**config.mk**
```make
export PLATFORM = sky130hd
export DESIGN_NAME = rename_alloc_ctrl
export DESIGN_NICKNAME = d
export VERILOG_FILES = /design/src/rtl/rename_alloc_ctrl_pkg.sv /design/src/rtl/rename_alloc_ctrl_free_fifo.sv /design/src/rtl/rename_alloc_ctrl.sv
export SDC_FILE = /design/constraint.sdc
export NUM_CORES = 1
export LEC_CHECK = 0
export ABC_AREA = 1
export BUFFER_PORTS_ARGS = -buffer_cell sky130_fd_sc_hd__buf_2
export CORE_MARGIN = 2
export CORE_UTILIZATION = 35
export CTS_CLUSTER_DIAMETER = 30
export DETAILED_ROUTE_END_ITERATION = 7
export PLACE_DENSITY = 0.52
export REMOVE_ABC_BUFFERS = 1
export SYNTH_ARGS = -nofsm -noshare
export SYNTH_HDL_FRONTEND = slang
export SYNTH_SLANG_ARGS = --single-unit
```
**constraint.sdc**
```tcl
create_clock -name clk -period 6.2 [get_ports clk]
set_clock_uncertainty 0.2 [all_clocks]
set_input_delay 0.93 -clock clk [delete_from_list [all_inputs] [get_ports clk]]
set_output_delay 0.93 -clock clk [all_outputs]
set_load 0.05 [all_outputs]
```
**src/rtl/rename_alloc_ctrl_pkg.sv**
```systemverilog
// Shared rename-allocation types: FSM encoding and architectural register constants.
package rename_alloc_ctrl_pkg;

  localparam int ARCH_REGS  = 32;
  localparam int VREG_WIDTH = 5;

  typedef enum logic [0:0] {
    RN_RUN     = 1'b0,
    RN_RECOVER = 1'b1
  } rn_state_e;

endpackage

```
**src/rtl/rename_alloc_ctrl_free_fifo.sv**
```systemverilog
// Circular free list of physical registers. It comes out of reset holding pregs BASE..BASE+DEPTH-1,
// with head at slot 0. Push and pop may happen in the same cycle.
module preg_free_fifo #(
  parameter int PAW   = 6,
  parameter int DEPTH = 32,
  parameter int BASE  = 32
) (
  input  logic           clk,
  input  logic           rst_n,
  input  logic           push,
  input  logic [PAW-1:0] push_data,
  input  logic           pop,
  output logic [PAW-1:0] head_data,
  output logic [PAW:0]   count
);

  localparam int PW = $clog2(DEPTH);
  localparam logic [PW-1:0] PTR_ONE    = PW'(1);
  localparam logic [PAW:0]  COUNT_FULL = (PAW+1)'(DEPTH);

  logic [PAW-1:0] mem_r [DEPTH];
  logic [PW-1:0]  head_r;
  logic [PW-1:0]  tail_r;
  logic [PAW:0]   count_r;

  // The list is full at reset, so tail starts equal to head and both pointers wrap naturally.
  always_ff @(posedge clk or negedge rst_n) begin
    if (!rst_n) begin
      for (int i = 0; i < DEPTH; i++) begin
        mem_r[i] <= PAW'(BASE + i);
      end
      head_r  <= '0;
      tail_r  <= '0;
      count_r <= COUNT_FULL;
    end else begin
      if (push) begin
        mem_r[tail_r] <= push_data;
        tail_r        <= tail_r + PTR_ONE;
      end
      if (pop) begin
        head_r <= head_r + PTR_ONE;
      end
      count_r <= count_r + {{PAW{1'b0}}, push} - {{PAW{1'b0}}, pop};
    end
  end

  assign head_data = mem_r[head_r];
  assign count     = count_r;

endmodule

```
**src/rtl/rename_alloc_ctrl.sv**
```systemverilog
// Allocates a physical destination register and an active-list slot for each renamed instruction.
// Retires entries at the head. On a flush it unwinds entries youngest-first from the tail.
module rename_alloc_ctrl
  import rename_alloc_ctrl_pkg::*;
#(
  parameter int PREG_ADDR_WIDTH = 6,
  parameter int FREE_LIST_WIDTH = 3
) (
  input  logic                        clk,
  input  logic                        rst_n,
  input  logic                        alloc_req,
  input  logic [VREG_WIDTH-1:0]       alloc_vreg,
  input  logic [PREG_ADDR_WIDTH-1:0]  alloc_old_preg,
  output logic                        alloc_grant,
  output logic [PREG_ADDR_WIDTH-1:0]  alloc_preg,
  output logic [FREE_LIST_WIDTH-1:0]  alloc_index,
  output logic                        stall_out,
  input  logic                        commit_valid,
  input  logic                        global_flush,
  output logic                        recover_valid,
  output logic [VREG_WIDTH-1:0]       recover_vreg,
  output logic [PREG_ADDR_WIDTH-1:0]  recover_old_preg,
  output logic                        busy,
  output logic [PREG_ADDR_WIDTH:0]    fl_count
);

  localparam int PAW      = PREG_ADDR_WIDTH;
  localparam int FLW      = FREE_LIST_WIDTH;
  localparam int FL_DEPTH = 2**PAW - ARCH_REGS;
  localparam int AL_DEPTH = 2**FLW;
  localparam logic [FLW:0]   AL_FULL  = {1'b1, {FLW{1'b0}}};
  localparam logic [FLW:0]   AL_LAST  = {{FLW{1'b0}}, 1'b1};
  localparam logic [FLW-1:0] AL_ONE   = {{(FLW-1){1'b0}}, 1'b1};

  rn_state_e             state_r;
  logic [FLW-1:0]        al_head_r;
  logic [FLW-1:0]        al_tail_r;
  logic [FLW:0]          al_count_r;
  logic [VREG_WIDTH-1:0] al_vreg_r [AL_DEPTH];
  logic [PAW-1:0]        al_old_r  [AL_DEPTH];
  logic [PAW-1:0]        al_new_r  [AL_DEPTH];

  logic [FLW-1:0] rec_idx_s;
  logic           grant_s;
  logic           commit_s;
  logic           recover_s;
  logic           push_s;
  logic [PAW-1:0] push_data_s;
  logic [PAW-1:0] head_preg_s;
  logic [PAW:0]   fl_count_s;

  preg_free_fifo #(
    .PAW   (PAW),
    .DEPTH (FL_DEPTH),
    .BASE  (ARCH_REGS)
  ) u_free_fifo (
    .clk       (clk),
    .rst_n     (rst_n),
    .push      (push_s),
    .push_data (push_data_s),
    .pop       (grant_s),
    .head_data (head_preg_s),
    .count     (fl_count_s)
  );

  // Grant uses registered counts, so a preg freed this cycle is not visible to this cycle's alloc.
  always_comb begin
    rec_idx_s = al_tail_r - AL_ONE;
    recover_s = (state_r == RN_RECOVER);
    grant_s   = (state_r == RN_RUN) && alloc_req && !global_flush &&
                (fl_count_s != '0) && (al_count_r != AL_FULL);
    commit_s  = (state_r == RN_RUN) && commit_valid && (al_count_r != '0);
    push_s    = commit_s || recover_s;
    if (recover_s) begin
      push_data_s = al_new_r[rec_idx_s];
    end else begin
      push_data_s = al_old_r[al_head_r];
    end
  end

  assign alloc_grant      = grant_s;
  assign alloc_preg       = head_preg_s;
  assign alloc_index      = al_tail_r;
  assign stall_out        = alloc_req && !grant_s;
  assign recover_valid    = recover_s;
  assign recover_vreg     = recover_s ? al_vreg_r[rec_idx_s] : '0;
  assign recover_old_preg = recover_s ? al_old_r[rec_idx_s] : '0;
  assign busy             = recover_s;
  assign fl_count         = fl_count_s;

  // Control FSM. In RECOVER it pops one entry per cycle from the tail until the list is empty.
  always_ff @(posedge clk or negedge rst_n) begin
    if (!rst_n) begin
      state_r    <= RN_RUN;
      al_head_r  <= '0;
      al_tail_r  <= '0;
      al_count_r <= '0;
    end else begin
      case (state_r)
        RN_RUN: begin
          if (grant_s) begin
            al_tail_r <= al_tail_r + AL_ONE;
          end
          if (commit_s) begin
            al_head_r <= al_head_r + AL_ONE;
          end
          al_count_r <= al_count_r + {{FLW{1'b0}}, grant_s} - {{FLW{1'b0}}, commit_s};
          // A same-cycle commit retires first; only the entries left over are unwound.
          if (global_flush && (al_count_r != {{FLW{1'b0}}, commit_s})) begin
            state_r <= RN_RECOVER;
          end
        end
        RN_RECOVER: begin
          al_tail_r  <= rec_idx_s;
          al_count_r <= al_count_r - AL_LAST;
          if (al_count_r == AL_LAST) begin
            state_r <= RN_RUN;
          end
        end
        default: begin
          state_r <= RN_RUN;
        end
      endcase
    end
  end

  // Active-list payload is captured at the tail slot on each grant.
  always_ff @(posedge clk) begin
    if (grant_s) begin
      al_vreg_r[al_tail_r] <= alloc_vreg;
      al_old_r[al_tail_r]  <= alloc_old_preg;
      al_new_r[al_tail_r]  <= head_preg_s;
    end
  end

endmodule

```
-- After elaboration in Yosys (flattened, before gate mapping)
Memory sizes are Yosys's and may differ from the RTL's.
Index checks and enable logic that the tools add are counted.
Widths: inputs -> output; s select.
- input bits: 16
- word-level logic and storage cells: 94
- ROM bits: 0
- memory bits (writable): 136
- output and inout bits: 31
- register bits after elaboration: 220
- bits in latches: 0
- memories: 3
- memories (name ; depth ; width ; read ports ; clocked after Yosys merged registers in ; write ports ; RTL line ; text):
    al_new_r ; 8 ; 6 ; 1 ; 0 ; 1 ; rename_alloc_ctrl.sv:41 ; logic [PAW-1:0] al_new_r [AL_DEPTH];
    al_old_r ; 8 ; 6 ; 2 ; 0 ; 1 ; rename_alloc_ctrl.sv:40 ; logic [PAW-1:0] al_old_r [AL_DEPTH];
    al_vreg_r ; 8 ; 5 ; 1 ; 0 ; 1 ; rename_alloc_ctrl.sv:39 ; logic [VREG_WIDTH-1:0] al_vreg_r [AL_DEPTH];
- shift-type cells: 0
- $add $sub $neg: 10
- eq/ne operators: 4
- mux-type cells: 17
- div/mod/pow operators: 0
- bitwise operators: 3
- $mul: 0
- reductions and logical operators: 15
- order comparisons: 3
- operators by type and width (cell ; number):
    $bwmux 192 ; 1
    $bmux 6 s5 ; 1
    $demux 6 s5 ; 1
    $mux 6 ; 5
    $ge 6x6->1 const B ; 2
    $not 5->6 ; 2
    $add 5x1->5 const B ; 2
    $logic_and 1x1->1 ; 9
    $pmux 4 s2 ; 1
    $add 7x1->7 ; 1
    $reduce_bool 7->1 ; 1
    $sub 7x1->7 ; 1
    $add 3x1->3 const B ; 2
    $lt 6x1->1 const B ; 1
    $pmux 3 s2 ; 1
    $mux 5 ; 1
    $add 4x1->4 ; 1
    $eq 4x1->1 const B ; 1
    $mux 1 ; 4
    $ne 4x1->1 ; 1
    $ne 4x4->1 const B ; 1
    $reduce_bool 4->1 ; 1
    $sub 4x1->4 ; 1
    $sub 4x1->4 const B ; 1
    8 further kinds ; 9

-- Depth between registers and ports, before layout
Gate-level depths: netlist of the first run.
- depth in word-level cells: 8
- gate-level depth with buffers: 18
- gate-level depth less buffers: 13

-- By module
From an unflattened synthesis of the first run, not the netlist that was laid out.
- cell total of the unflattened synthesis: 2054
- area, all modules: 17441.7 um^2
- by module, submodules not included (module ; cells an instance ; instances ; area each (um^2)):
    preg_free_fifo ; 1324 ; 1 ; 10359.9
    rename_alloc_ctrl ; 730 ; 1 ; 7081.8

-- Least setup slack after synthesis of the first run
Ideal clock, no wire load.
- path type: flip-flop to output port
- start: reg al_tail_r[0] (netlist: alloc_index[0])
- end: out recover_vreg[0]
- setup slack: 2166 ps
- cell stages (with the launch flop): 15
- buffers on the path: 7
- data arrival time: 2904 ps
- path through: dfrtp_1 buf_4 inv_4 buf_4 buf_4 buf_2 ha_1 buf_4 inv_2 buf_4 buf_1 o21ai_0 o22ai_1 nand2_1 nand2_1
- cells in the longest elaborated chain, start to end: 3
- ends and longest elaborated chain (item ; RTL line ; text):
    start: declaration ; rename_alloc_ctrl.sv:37 ; logic [FLW-1:0] al_tail_r;
    start signal: assignment ; rename_alloc_ctrl.sv:102 ; al_tail_r <= al_tail_r + AL_ONE;
    start signal: assignment ; rename_alloc_ctrl.sv:114 ; al_tail_r <= rec_idx_s;
    $sub 3x1->3 ; rename_alloc_ctrl.sv:68 ; rec_idx_s = al_tail_r - AL_ONE;
    via rec_idx_s[0] ; rename_alloc_ctrl.sv:43 ; logic [FLW-1:0] rec_idx_s;
    $mem_v2 8x5 ; n/a ;
    $mux 5 ; rename_alloc_ctrl.sv:86 ; assign recover_vreg = recover_s ? al_vreg_r[rec_idx_s] : '0;
    end: declaration ; rename_alloc_ctrl.sv:21 ; output logic [VREG_WIDTH-1:0] recover_vreg,
The timed path passes the listed nets, and every way through them passes these cells.

-- Worst setup path in the final report of the first run
- start: reg u_free_fifo.head_r[0]
- end: out alloc_preg[3]
- cells in the longest elaborated chain, start to end: 4
- ends and longest elaborated chain (item ; RTL line ; text):
    start: declaration ; rename_alloc_ctrl_free_fifo.sv:22 ; logic [PW-1:0] head_r;
    start signal: assignment ; rename_alloc_ctrl_free_fifo.sv:41 ; head_r <= head_r + PTR_ONE;
    $not 5->6 (not written as such) ; rename_alloc_ctrl_free_fifo.sv:47 ; assign head_data = mem_r[head_r];
    $bmux 6 s5 ; rename_alloc_ctrl_free_fifo.sv:47 ;
    $mux 6 (not written as such) (2 in a row) ; rename_alloc_ctrl_free_fifo.sv:47 ;
    end: declaration ; rename_alloc_ctrl.sv:15 ; output logic [PREG_ADDR_WIDTH-1:0] alloc_preg,
Every way passes these cells. The select of a mux whose other input is x is not followed.

==> flow_metrics.py, run 1 <==
metrics = {
    "global_routing": {
        "track_usage_pct": 19.2,
        "grt_antenna_before_repair": 1,
        "grt_max_degree": 111,
        "gr-total-overflow": 0,
        "first_global_vias": 14600,
        "grt_pass1_wl_mm": 80.0,
    },
    "critical_path": {
        "r2r-end": "al_new_r[2][4]",
        "rr_worst_depth": 8,
        "required_ns": 5.07,
        "cp_common_cell": "nand2_1",
        "path_class": "flip-flop to output pin",
        "crit_chain": "inv_2 -> buf_4 -> nand2_1 -> nand2_1 -> nand2_1 -> nand3_1 -> nand3_1 -> nand2_1 -> nand2_1 -> inv_1 -> buf_2",
        "critPathSlowestCell": "inv_2",
        "critPathMaxFanout": 66,
        "r2r_slack_ns": 2.65,
        "worst_ep_arrival_time_ns": 3.63,
        "r2r_start": "busy",
        "startpoint": "u_free_fifo.head_r[0]",
        "max_stage_delay_ns": 0.86,
        "timing.critical_path.to": "alloc_preg[3]",
        "end_kind": "output pin",
        "critPathLaunchType": "flip-flop",
    },
    "detailed_routing": {
        "first_pass_iters": 6,
        "drcViolationCount": 0,
        "wire_per_inst_um": 16.6,
        "ant_nets": 0,
        "drt-total-wl_mm": 50.4,
        "vias": 14600,
        "via_per_inst": 4.79,
        "drtIter0Drc": 1130,
    },
    "place": {
        "gp_congestion": 0.824,
        "pre_cts_slack_ns": 2.05,
        "hpwlAfterDp_mm": 29.9,
        "port_buffers": 46,
    },
    "synthesis": {
        "ys_ff_latch": 356,
        "yosysSeqAreaShare_pct": 54.1,
        "synth_cell_types": 34,
        "synth_cells": 2215,
        "yosys_warnings": 0,
        "syn_area_um2": 18000,
        "syn_area_per_cell_um2": 8.11,
    },
    "floorplan": {
        "num_io_pins": 47,
        "initial_core_util_pct": 35.2,
        "fp-row-count": 83,
        "core_um2": 51000,
        "fp.dieH_um": 231,
        "fp.dieArea_um2": 53200,
        "chipWidth_um": 231,
    },
    "clocking": {
        "cts.hold.buffers_added": 0,
        "tritoncts": "built",
        "clk_latency_ns": 0.61,
        "cts_inserted_buffers": 88,
        "cts_resized": 0,
        "htree_levels": 3,
        "clkTransAtPathRegs_ns": 0.04,
        "cts_setup_buffers": 0,
        "cts.sinks": 356,
        "clockRootBuffer": "clkbuf_16",
        "clock_path_buffers": 3,
    },
    "flow_run": {
        "drv_cap": 0,
    },
    "status": {
        "status": "finished clean",
    },
    "sta": {
        "tightest_slew_ns": 1.21,
        "setup_viol": 0,
        "min_period_ns": 4.76,
        "finalHoldViolCount": 0,
        "whs_ns": 0.166,
        "layout_setup_ws_ns": 1.44,
        "max_freq_mhz": 210,
        "finalSetupTns_ns": 0,
        "relSlewSlack_pct": 19.5,
        "drv_slew": 0,
        "rsz0062_at_grt": "false",
        "fin_crit_sh_pct": 76.8,
    },
    "final_layout": {
        "diodes": 0,
        "nNetsFinal": 2326,
        "final_common_cell": "nand2_1",
        "post-route-util_pct": 42.7,
        "area.growth.synth_to_final_pct": 21.1,
        "layout_common_cells": "1078 x nand2_1, 192 x inv_1, 158 x nand3_1, 136 x edfxtp_1, 113 x dfstp_2",
        "drive_above_1_share_pct": 17.4,
    },
    "worst_hold_path": {
        "holdCritPathClass": "primary input to asynchronous set/reset pin",
    },
}
kinds of logic (layout without fill, tap and decap cells):
group           Yosys count  count (layout)  synth area share (%)
simple gates           1376            1376                  31.4
flops                   356             356                  54.1
buf+inv                 315             455                  7.86
compound gates          120             120                  3.51
fa+ha+maj                29              29                  2.10
xor+xnor                 18              18                 0.877
mux                       1               1                0.0557
Yosys cell counts:
| cell type | number | share of area (%) |
|---|---|---|
| buf_2 | 33 | 0.92 |
| nand4_1 | 4 | 0.14 |
| inv_4 | 2 | 0.070 |
| ha_1 | 27 | 1.9 |
| a21oi_1 | 42 | 1.2 |
| clkbuf_1 | 23 | 0.48 |
| a31oi_1 | 3 | 0.10 |
| fa_1 | 2 | 0.22 |
| edfxtp_1 | 136 | 23 |
| inv_2 | 29 | 0.61 |
| buf_6 | 19 | 1.2 |
| xnor2_1 | 3 | 0.15 |
| mux2i_1 | 1 | 0.056 |
| nor2_1 | 91 | 1.9 |
| o22ai_1 | 10 | 0.35 |
| xor2_1 | 15 | 0.73 |
| o21bai_1 | 1 | 0.042 |
| nand2_1 | 1078 | 23 |
| dfrtp_1 | 107 | 15 |
| nand2_4 | 9 | 0.56 |
| nand3_1 | 158 | 4.4 |
| clkinv_1 | 2 | 0.042 |
| o211ai_1 | 1 | 0.042 |
| nor3_1 | 4 | 0.11 |
| a21oi_2 | 1 | 0.049 |
| o21ai_0 | 61 | 1.7 |
| buf_4 | 11 | 0.46 |
| inv_1 | 192 | 4.0 |
| nand2_2 | 4 | 0.14 |
| nor2_4 | 25 | 1.6 |
| dfstp_2 | 113 | 17 |
| o21ba_2 | 1 | 0.056 |
| buf_1 | 4 | 0.084 |
| nor2_2 | 3 | 0.10 |
sequential cells by signal, indices dropped and copies added (netlist names), 4 cells and up:
signal,count
al_count_r,4
al_new_r,48
al_old_r,48
al_vreg_r,40
u_free_fifo.count,7
u_free_fifo.head_r,5
u_free_fifo.mem_r,192
u_free_fifo.tail_r,5
final cells by class:
cell class              count  area, µm²
clock buffers             119       2470
clock inverters            45        613
fillers                  5053      29200
inverters                 225        850
multi-input cells        1544       6850
flip-flops and latches    356       9740
well taps                 680        851
repair buffers             66        390
metal layers:
metal	track usage, %	up-vias	wire, µm
li1	-	7052	-
met1	25.0	6993	22300
met2	31.6	390	24000
met3	3.51	113	2460
met4	7.58	2	1590
met5	0	-	10
metrics by stage:
stage                     instances  instance area (µm²)
after global routing           3035                21800
final                          3035                21800
after global placement         2871                18700
after floorplan                2125                17400
after detailed placement       2871                18700
after CTS                      3035                21800
how the worst min path moves through the flow:
stage | from | end | slack (ns) | cells past startpoint
finish | rst_n | u_free_fifo.mem_r[157] | 0.17 | 1
global route | u_free_fifo.mem_r[88] | u_free_fifo.mem_r[88] | 0.27 | 2
CTS | rst_n | busy | 0.25 | 1
detailed placement | u_free_fifo.mem_r[129] | u_free_fifo.mem_r[129] | 0.26 | 2
global placement | u_free_fifo.mem_r[83] | u_free_fifo.mem_r[83] | 0.25 | 2
floorplan | u_free_fifo.mem_r[181] | u_free_fifo.mem_r[181] | 0.24 | 2
critical path, delay by kind of cell, from the launching register on:
| kind | cells | cell delay [ns] |
|---|---|---|
| buf+inv | 4 | 1.85 |
| flops | 1 | 0.56 |
| simple gates | 7 | 0.58 |
Power of run 1 is not shown: default switching activity piles up to over one toggle a cycle in this logic, so the estimate is an artifact.
==> run 2: changes to the inputs <==
Settings changed: ABC_AREA 1 to 0, PLACE_DENSITY 0.52 to 0.54.
Clock period 6.2 ns to 3.9 ns, I/O delays scaled along.
==> flow_metrics.py, run 2 <==
metrics = {
    "status": {
        "status": "finished clean",
    },
    "synthesis": {
        "syn_area_um2": 16100,
        "synth_flop_cell": "edfxtp_1",
        "yosysSeqAreaShare_pct": 60.6,
        "async_flop_share_pct": 61.8,
        "ys_ff_latch": 356,
        "ys_top_cells_by_area": "edfxtp_1 25%, dfstp_2 18%, dfrtp_1 17%, mux4_2 9.7%, o21ai_1 5.0%",
        "synth_top_area_share_pct": 25.4,
        "yosys.area.top_type": "edfxtp_1",
        "synth_most_common_cell": "nand2_1",
        "synth_common_cells": "205 x nand2_1, 162 x o21ai_1, 136 x edfxtp_1, 113 x dfstp_2, 107 x dfrtp_1",
        "synth_cells": 1213,
        "yosys_warnings": 0,
        "syn_area_per_cell_um2": 13.2,
        "synth_cell_types": 59,
        "synth_edf_count": 136,
    },
    "sta": {
        "min_period_ns": 3.67,
        "fin_crit_sh_pct": 94.0,
        "tightest_slew_ns": 1.00,
        "relSlewSlack_pct": 32.9,
        "setup_viol": 0,
        "rsz0062_at_grt": "false",
        "finalHoldViolCount": 0,
        "drv_slew": 0,
        "finalSetupTns_ns": 0,
        "max_freq_mhz": 273,
    },
    "pwr": {
        "pwr-share-clk_pct": 34.2,
        "powerDensity_nw_per_um2": 1070,
        "combPwrFrac_pct": 37.3,
        "leakage_nw": 7.86,
        "p_seq_share_pct": 28.5,
        "switchingPower_mw": 8.06,
        "intPower_mw": 13.3,
        "p_sw_share_pct": 37.7,
        "ir_drop_v": 0.000871,
    },
    "detailed_routing": {
        "drcViolationCount": 0,
        "vias": 9918,
        "via_per_inst": 5.08,
        "wire_per_inst_um": 19.9,
        "first_pass_iters": 4,
        "ant_nets": 0,
        "drt-total-wl_mm": 38.8,
        "drtIter0Drc": 573,
    },
    "critical_path": {
        "critPathMaxFanout": 20,
        "critPathSlowestCell": "mux4_2",
        "cp.depth": 6,
        "max_stage_delay_ns": 0.52,
        "path_class": "flip-flop to output pin",
        "end_kind": "output pin",
        "rr_worst_depth": 12,
        "path_delay_family": "compound AO/OA/AOI/OAI gates",
        "required_ns": 3.12,
        "critPathLaunchType": "flip-flop",
        "worst_ep_arrival_time_ns": 2.88,
        "crit_chain": "buf_12 -> mux4_2 -> a22o_1 -> a211oi_1 -> a21oi_2 -> buf_2",
        "crit_buf_inv": 2,
    },
    "global_routing": {
        "track_usage_pct": 17.0,
        "grt_pass1_wl_mm": 61.5,
        "first_global_vias": 10400,
        "grt_antenna_before_repair": 0,
        "gr-total-overflow": 0,
        "grt_max_degree": 79,
    },
    "place": {
        "port_buffers": 46,
        "gp_congestion": 0.775,
        "hpwlAfterDp_mm": 24.2,
        "post_dp_cell_area_um2": 17100,
    },
    "clocking": {
        "clk_latency_ns": 0.59,
        "cts_inserted_buffers": 80,
        "clockRootBuffer": "clkbuf_16",
        "htree_levels": 3,
        "clkTransAtPathRegs_ns": 0.05,
        "cts_setup_buffers": 0,
        "cts.sinks": 356,
        "tritoncts": "built",
        "clock_path_buffers": 3,
    },
    "final_layout": {
        "layout_common_cells": "205 x nand2_1, 162 x o21ai_1, 136 x edfxtp_1, 113 x dfstp_2, 104 x dfrtp_1",
        "drive_above_1_share_pct": 34.4,
        "nNetsFinal": 1328,
        "regMostFlops": "u_free_fifo.mem_r",
        "stdcell_area_um2": 20100,
        "reg.largest.list": "u_free_fifo.mem_r: 192 flops, al_new_r: 48 flops, al_old_r: 48 flops",
        "final_common_cell": "nand2_1",
        "ff_latch_area_um2": 9740,
        "largest_reg_flops": 192,
        "multi_input_area_um2": 5910,
        "fillCellCount": 4069,
        "area.growth.synth_to_final_pct": 24.9,
    },
    "floorplan": {
        "num_io_pins": 47,
        "chipWidth_um": 218,
        "fp-row-count": 78,
        "fp.dieH_um": 218,
        "initial_core_util_pct": 35.4,
        "fp.dieArea_um2": 47600,
        "core_um2": 45400,
    },
    "worst_hold_path": {
        "holdCritPathClass": "primary input to flip-flop",
        "whs_path_depth": 1,
    },
    "flow_run": {
        "drv_cap": 0,
    },
}
## run 2: cell types whose count changed in the layout (fill, tap and decap cells not counted), moves of 57 or more
| cell | before | now |
|---|---|---|
| nand2_1 | 1078 | 205 |
| o21ai_0 | 61 | 4 |
| nor2_1 | 85 | 4 |
| o21ai_1 | 0 | 162 |
| inv_1 | 192 | 21 |
| nand3_1 | 158 | 38 |
| mux4_2 | 0 | 69 |
## run 2: cell type report
class	instances	area share [%]
clock inverters	52	3.82
repair buffers	85	3.04
multi-input cells	739	29.4
inverters	21	0.393
well taps	600	3.74
clock buffers	98	11.0
flip-flops and latches	356	48.5
diodes	1	0.0125
## run 2: final timing paths
kind	startpoint	end	slack [ns]
worst min register to register	u_free_fifo.mem_r[55]	u_free_fifo.mem_r[55]	0.26
min in group asynchronous	rst_n	u_free_fifo.mem_r[90]	0.38
max in group asynchronous	rst_n	u_free_fifo.mem_r[120]	2.26
worst min-delay path	alloc_vreg[2]	al_vreg_r[7][2]	0.06
worst max-delay path	u_free_fifo.head_r[0]	alloc_preg[2]	0.23
worst max register to register	al_count_r[1]	u_free_fifo.count[6]	0.77
## run 2: power by group through the flow
stage	Combinational, mW	Sequential, mW	Clock (mW)
floorplan	5.04	6.36	0
global placement	7.91	6.13	0
detailed placement	8.00	6.15	0
CTS	8.03	6.11	7.46
global route	8.67	6.24	7.64
finish	7.97	6.10	7.31
## run 2: layer usage
metal	wire, µm	track usage (%)
met1	17900	22.8
met2	18200	27.0
met3	1600	3.60
met4	1080	6.58
met5	0	0
## run 2: through the flow
stage	hold WS [ns]	setup slack, ns	util, %	power (mW)	instances
6_report	0.0619	0.233	44.2	21.4	1952
2_1_floorplan	0.0894	-1.26	-	11.4	1116
3_5_place_dp	0.254	0.561	37.6	14.1	1800
5_1_grt	0.0645	0.0874	44.2	22.6	1951
3_3_place_gp	0.250	0.647	37.6	14.0	1800
4_1_cts	0.0353	0.00829	44.2	21.6	1951
## run 2: logic make-up (layout without fill, tap and decap cells)
kind of cell / Yosys count / after routing / synth area share (%)
flip-flops: 356 / 356 / 60.6
adder cells (fa/ha/maj): 29 / 29 / 2.35
AND/OR/NAND/NOR: 294 / 294 / 7.97
buffers and inverters: 118 / 256 / 3.40
XOR/XNOR: 19 / 19 / 1.04
multiplexers: 116 / 116 / 13.4
AO/OA/AOI/OAI: 281 / 281 / 11.2
other: 0 / 1 / 0
## run 2: timing repair
action / CTS / global route
hold endpoints to repair: 33 / 0
gates resized for setup: 1 / 5
hold buffers: 1 / 0
setup endpoints to repair: 11 / 9
(Power assumes the default switching activity.)
==> run 3: changes to the inputs <==
--- a/constraint.sdc
+++ b/constraint.sdc
@@ -4,2 +4,2 @@
 set_output_delay 0.585 -clock clk [all_outputs]
-set_load 0.05 [all_outputs]
+set_load 0.02 [all_outputs]
==> flow_metrics.py, run 3 (synthesis results as in run 2) <==
metrics = {
    "sta": {
        "relSlewSlack_pct": 27.0,
        "rsz0062_at_grt": "false",
        "tightest_slew_ns": 1.09,
        "drv_slew": 0,
        "max_freq_mhz": 265,
        "fin_crit_sh_pct": 96.6,
        "min_period_ns": 3.77,
        "finalHoldViolCount": 0,
        "finalSetupTns_ns": 0,
        "setup_viol": 0,
        "whs_ns": 0.0762,
    },
    "final_layout": {
        "regMostFlops": "u_free_fifo.mem_r",
        "ff_latch_area_um2": 9740,
        "diodes": 0,
        "nNetsFinal": 1341,
        "drive_above_1_share_pct": 34.4,
        "layout_common_cells": "205 x nand2_1, 162 x o21ai_1, 136 x edfxtp_1, 113 x dfstp_2, 104 x dfrtp_1",
        "stdcell_count": 1968,
        "final_common_cell": "nand2_1",
        "reg.largest.list": "u_free_fifo.mem_r: 192 flops, al_new_r: 48 flops, al_old_r: 48 flops",
        "largest_reg_flops": 192,
        "multi_input_area_um2": 5890,
        "fillCellCount": 4064,
        "area.growth.synth_to_final_pct": 25.5,
    },
    "detailed_routing": {
        "drcViolationCount": 0,
        "vias": 10100,
        "drtIter0Drc": 625,
        "ant_nets": 0,
        "via_per_inst": 5.13,
        "wire_per_inst_um": 19.7,
        "drt-total-wl_mm": 38.8,
        "first_pass_iters": 5,
    },
    "critical_path": {
        "critPathMaxFanout": 20,
        "worst_ep_arrival_time_ns": 2.98,
        "end_kind": "output pin",
        "r2r-end": "u_free_fifo.count[6]",
        "r2r_start": "al_count_r[1]",
        "timing.critical_path.to": "alloc_preg[5]",
        "required_ns": 3.12,
        "critPathLaunchType": "flip-flop",
        "r2r_slack_ns": 0.76,
        "rr_worst_depth": 12,
        "startpoint": "u_free_fifo.head_r[0]",
        "path_class": "flip-flop to output pin",
    },
    "pwr": {
        "ir_drop_v": 0.000625,
        "p_seq_share_pct": 29.6,
        "p_sw_share_pct": 35.1,
        "switchingPower_mw": 7.35,
        "combPwrFrac_pct": 34.9,
        "leakage_nw": 7.94,
        "powerDensity_nw_per_um2": 1040,
        "intPower_mw": 13.6,
        "power_mw": 20.9,
        "pwr-share-clk_pct": 35.6,
    },
    "place": {
        "port_buffers": 46,
        "dpl.cell_count": 1808,
        "gp_congestion": 0.774,
        "hpwlAfterDp_mm": 24.2,
    },
    "clocking": {
        "clkTransAtPathRegs_ns": 0.05,
        "htree_levels": 3,
        "cts.sinks": 356,
        "clockRootBuffer": "clkbuf_16",
        "cts_inserted_buffers": 85,
        "clock_path_buffers": 3,
        "clk_latency_ns": 0.59,
        "tritoncts": "built",
    },
    "floorplan": {
        "core_um2": 45400,
        "num_io_pins": 47,
        "fp.dieH_um": 218,
        "initial_core_util_pct": 35.4,
        "fp-row-count": 78,
        "chipWidth_um": 218,
        "fp.dieArea_um2": 47600,
    },
    "status": {
        "status": "finished clean",
    },
    "worst_hold_path": {
        "holdCritPathClass": "primary input to flip-flop",
    },
    "global_routing": {
        "grt_pass1_wl_mm": 62.9,
        "grt_antenna_before_repair": 0,
        "track_usage_pct": 17.2,
        "grt_max_degree": 109,
        "gr-total-overflow": 0,
        "first_global_vias": 10700,
    },
    "flow_run": {
        "drv_cap": 0,
    },
}
## run 3: stage by stage
| step | worst slack, ns | area [µm²] | utilization (%) |
|---|---|---|---|
| after floorplan | -1.06 | 15600 | - |
| after global placement | 0.625 | 17100 | 37.7 |
| after detailed placement | 0.586 | 17100 | 37.7 |
| after CTS | 0.109 | 20200 | 44.4 |
| after global routing | 0.0107 | 20200 | 44.4 |
| final | 0.131 | 20200 | 44.4 |
## run 3: worst max-delay path, cell delays in order, from the launching register on
cell and delay, ns:
dfrtp_4 0.55, buf_12 0.23, buf_4 0.20, mux4_2 0.51, a22oi_1 0.32, a21oi_1 0.20
buf_4 0.21, buf_2 0.17
## run 3: worst min-delay path by stage
stage                                from                    end  slack (ns)  cells after the start
finish                      alloc_vreg[2]        al_vreg_r[2][2]        0.08                      1
global route                alloc_vreg[0]        al_vreg_r[0][0]        0.07                      1
CTS                         alloc_vreg[3]        al_vreg_r[3][3]        0.06                      1
detailed placement  u_free_fifo.mem_r[64]  u_free_fifo.mem_r[64]        0.26                      2
global placement    u_free_fifo.mem_r[12]  u_free_fifo.mem_r[12]        0.25                      2
floorplan                           rst_n          al_count_r[0]        0.09                      0
## run 3: cell type report
class	count	share of cell area (%)
repair buffers	93	3.20
clock inverters	48	3.18
well taps	600	3.72
inverters	21	0.391
clock buffers	111	12.0
multi-input cells	739	29.2
flip-flops and latches	356	48.3
## run 3: repair_timing
| action | CTS | global route |
|---|---|---|
| endpoints found under the setup margin | 1 | 0 |
| gates resized for setup | 1 | 0 |
| setup buffers | 0 | 0 |
| hold buffers | 1 | 0 |
| endpoints found under the hold margin | 57 | 0 |
## run 3: layer usage
layer	wire length, µm	up-vias	share of wire (%)	GRT usage, %
met4	1230	0	3.2	7.07
met2	18400	215	47	27.8
met5	0	-	0	0
li1	-	4728	-	-
met3	1450	80	3.7	3.17
met1	17800	5074	46	22.8
## run 3: power by group through the flow
stage,Sequential (mW),Combinational (mW),Clock (mW)
finish,6.19,7.30,7.45
CTS,6.20,7.42,7.57
global route,6.34,8.01,7.78
floorplan,6.23,4.56,0
detailed placement,6.23,7.38,0
global placement,6.22,7.26,0
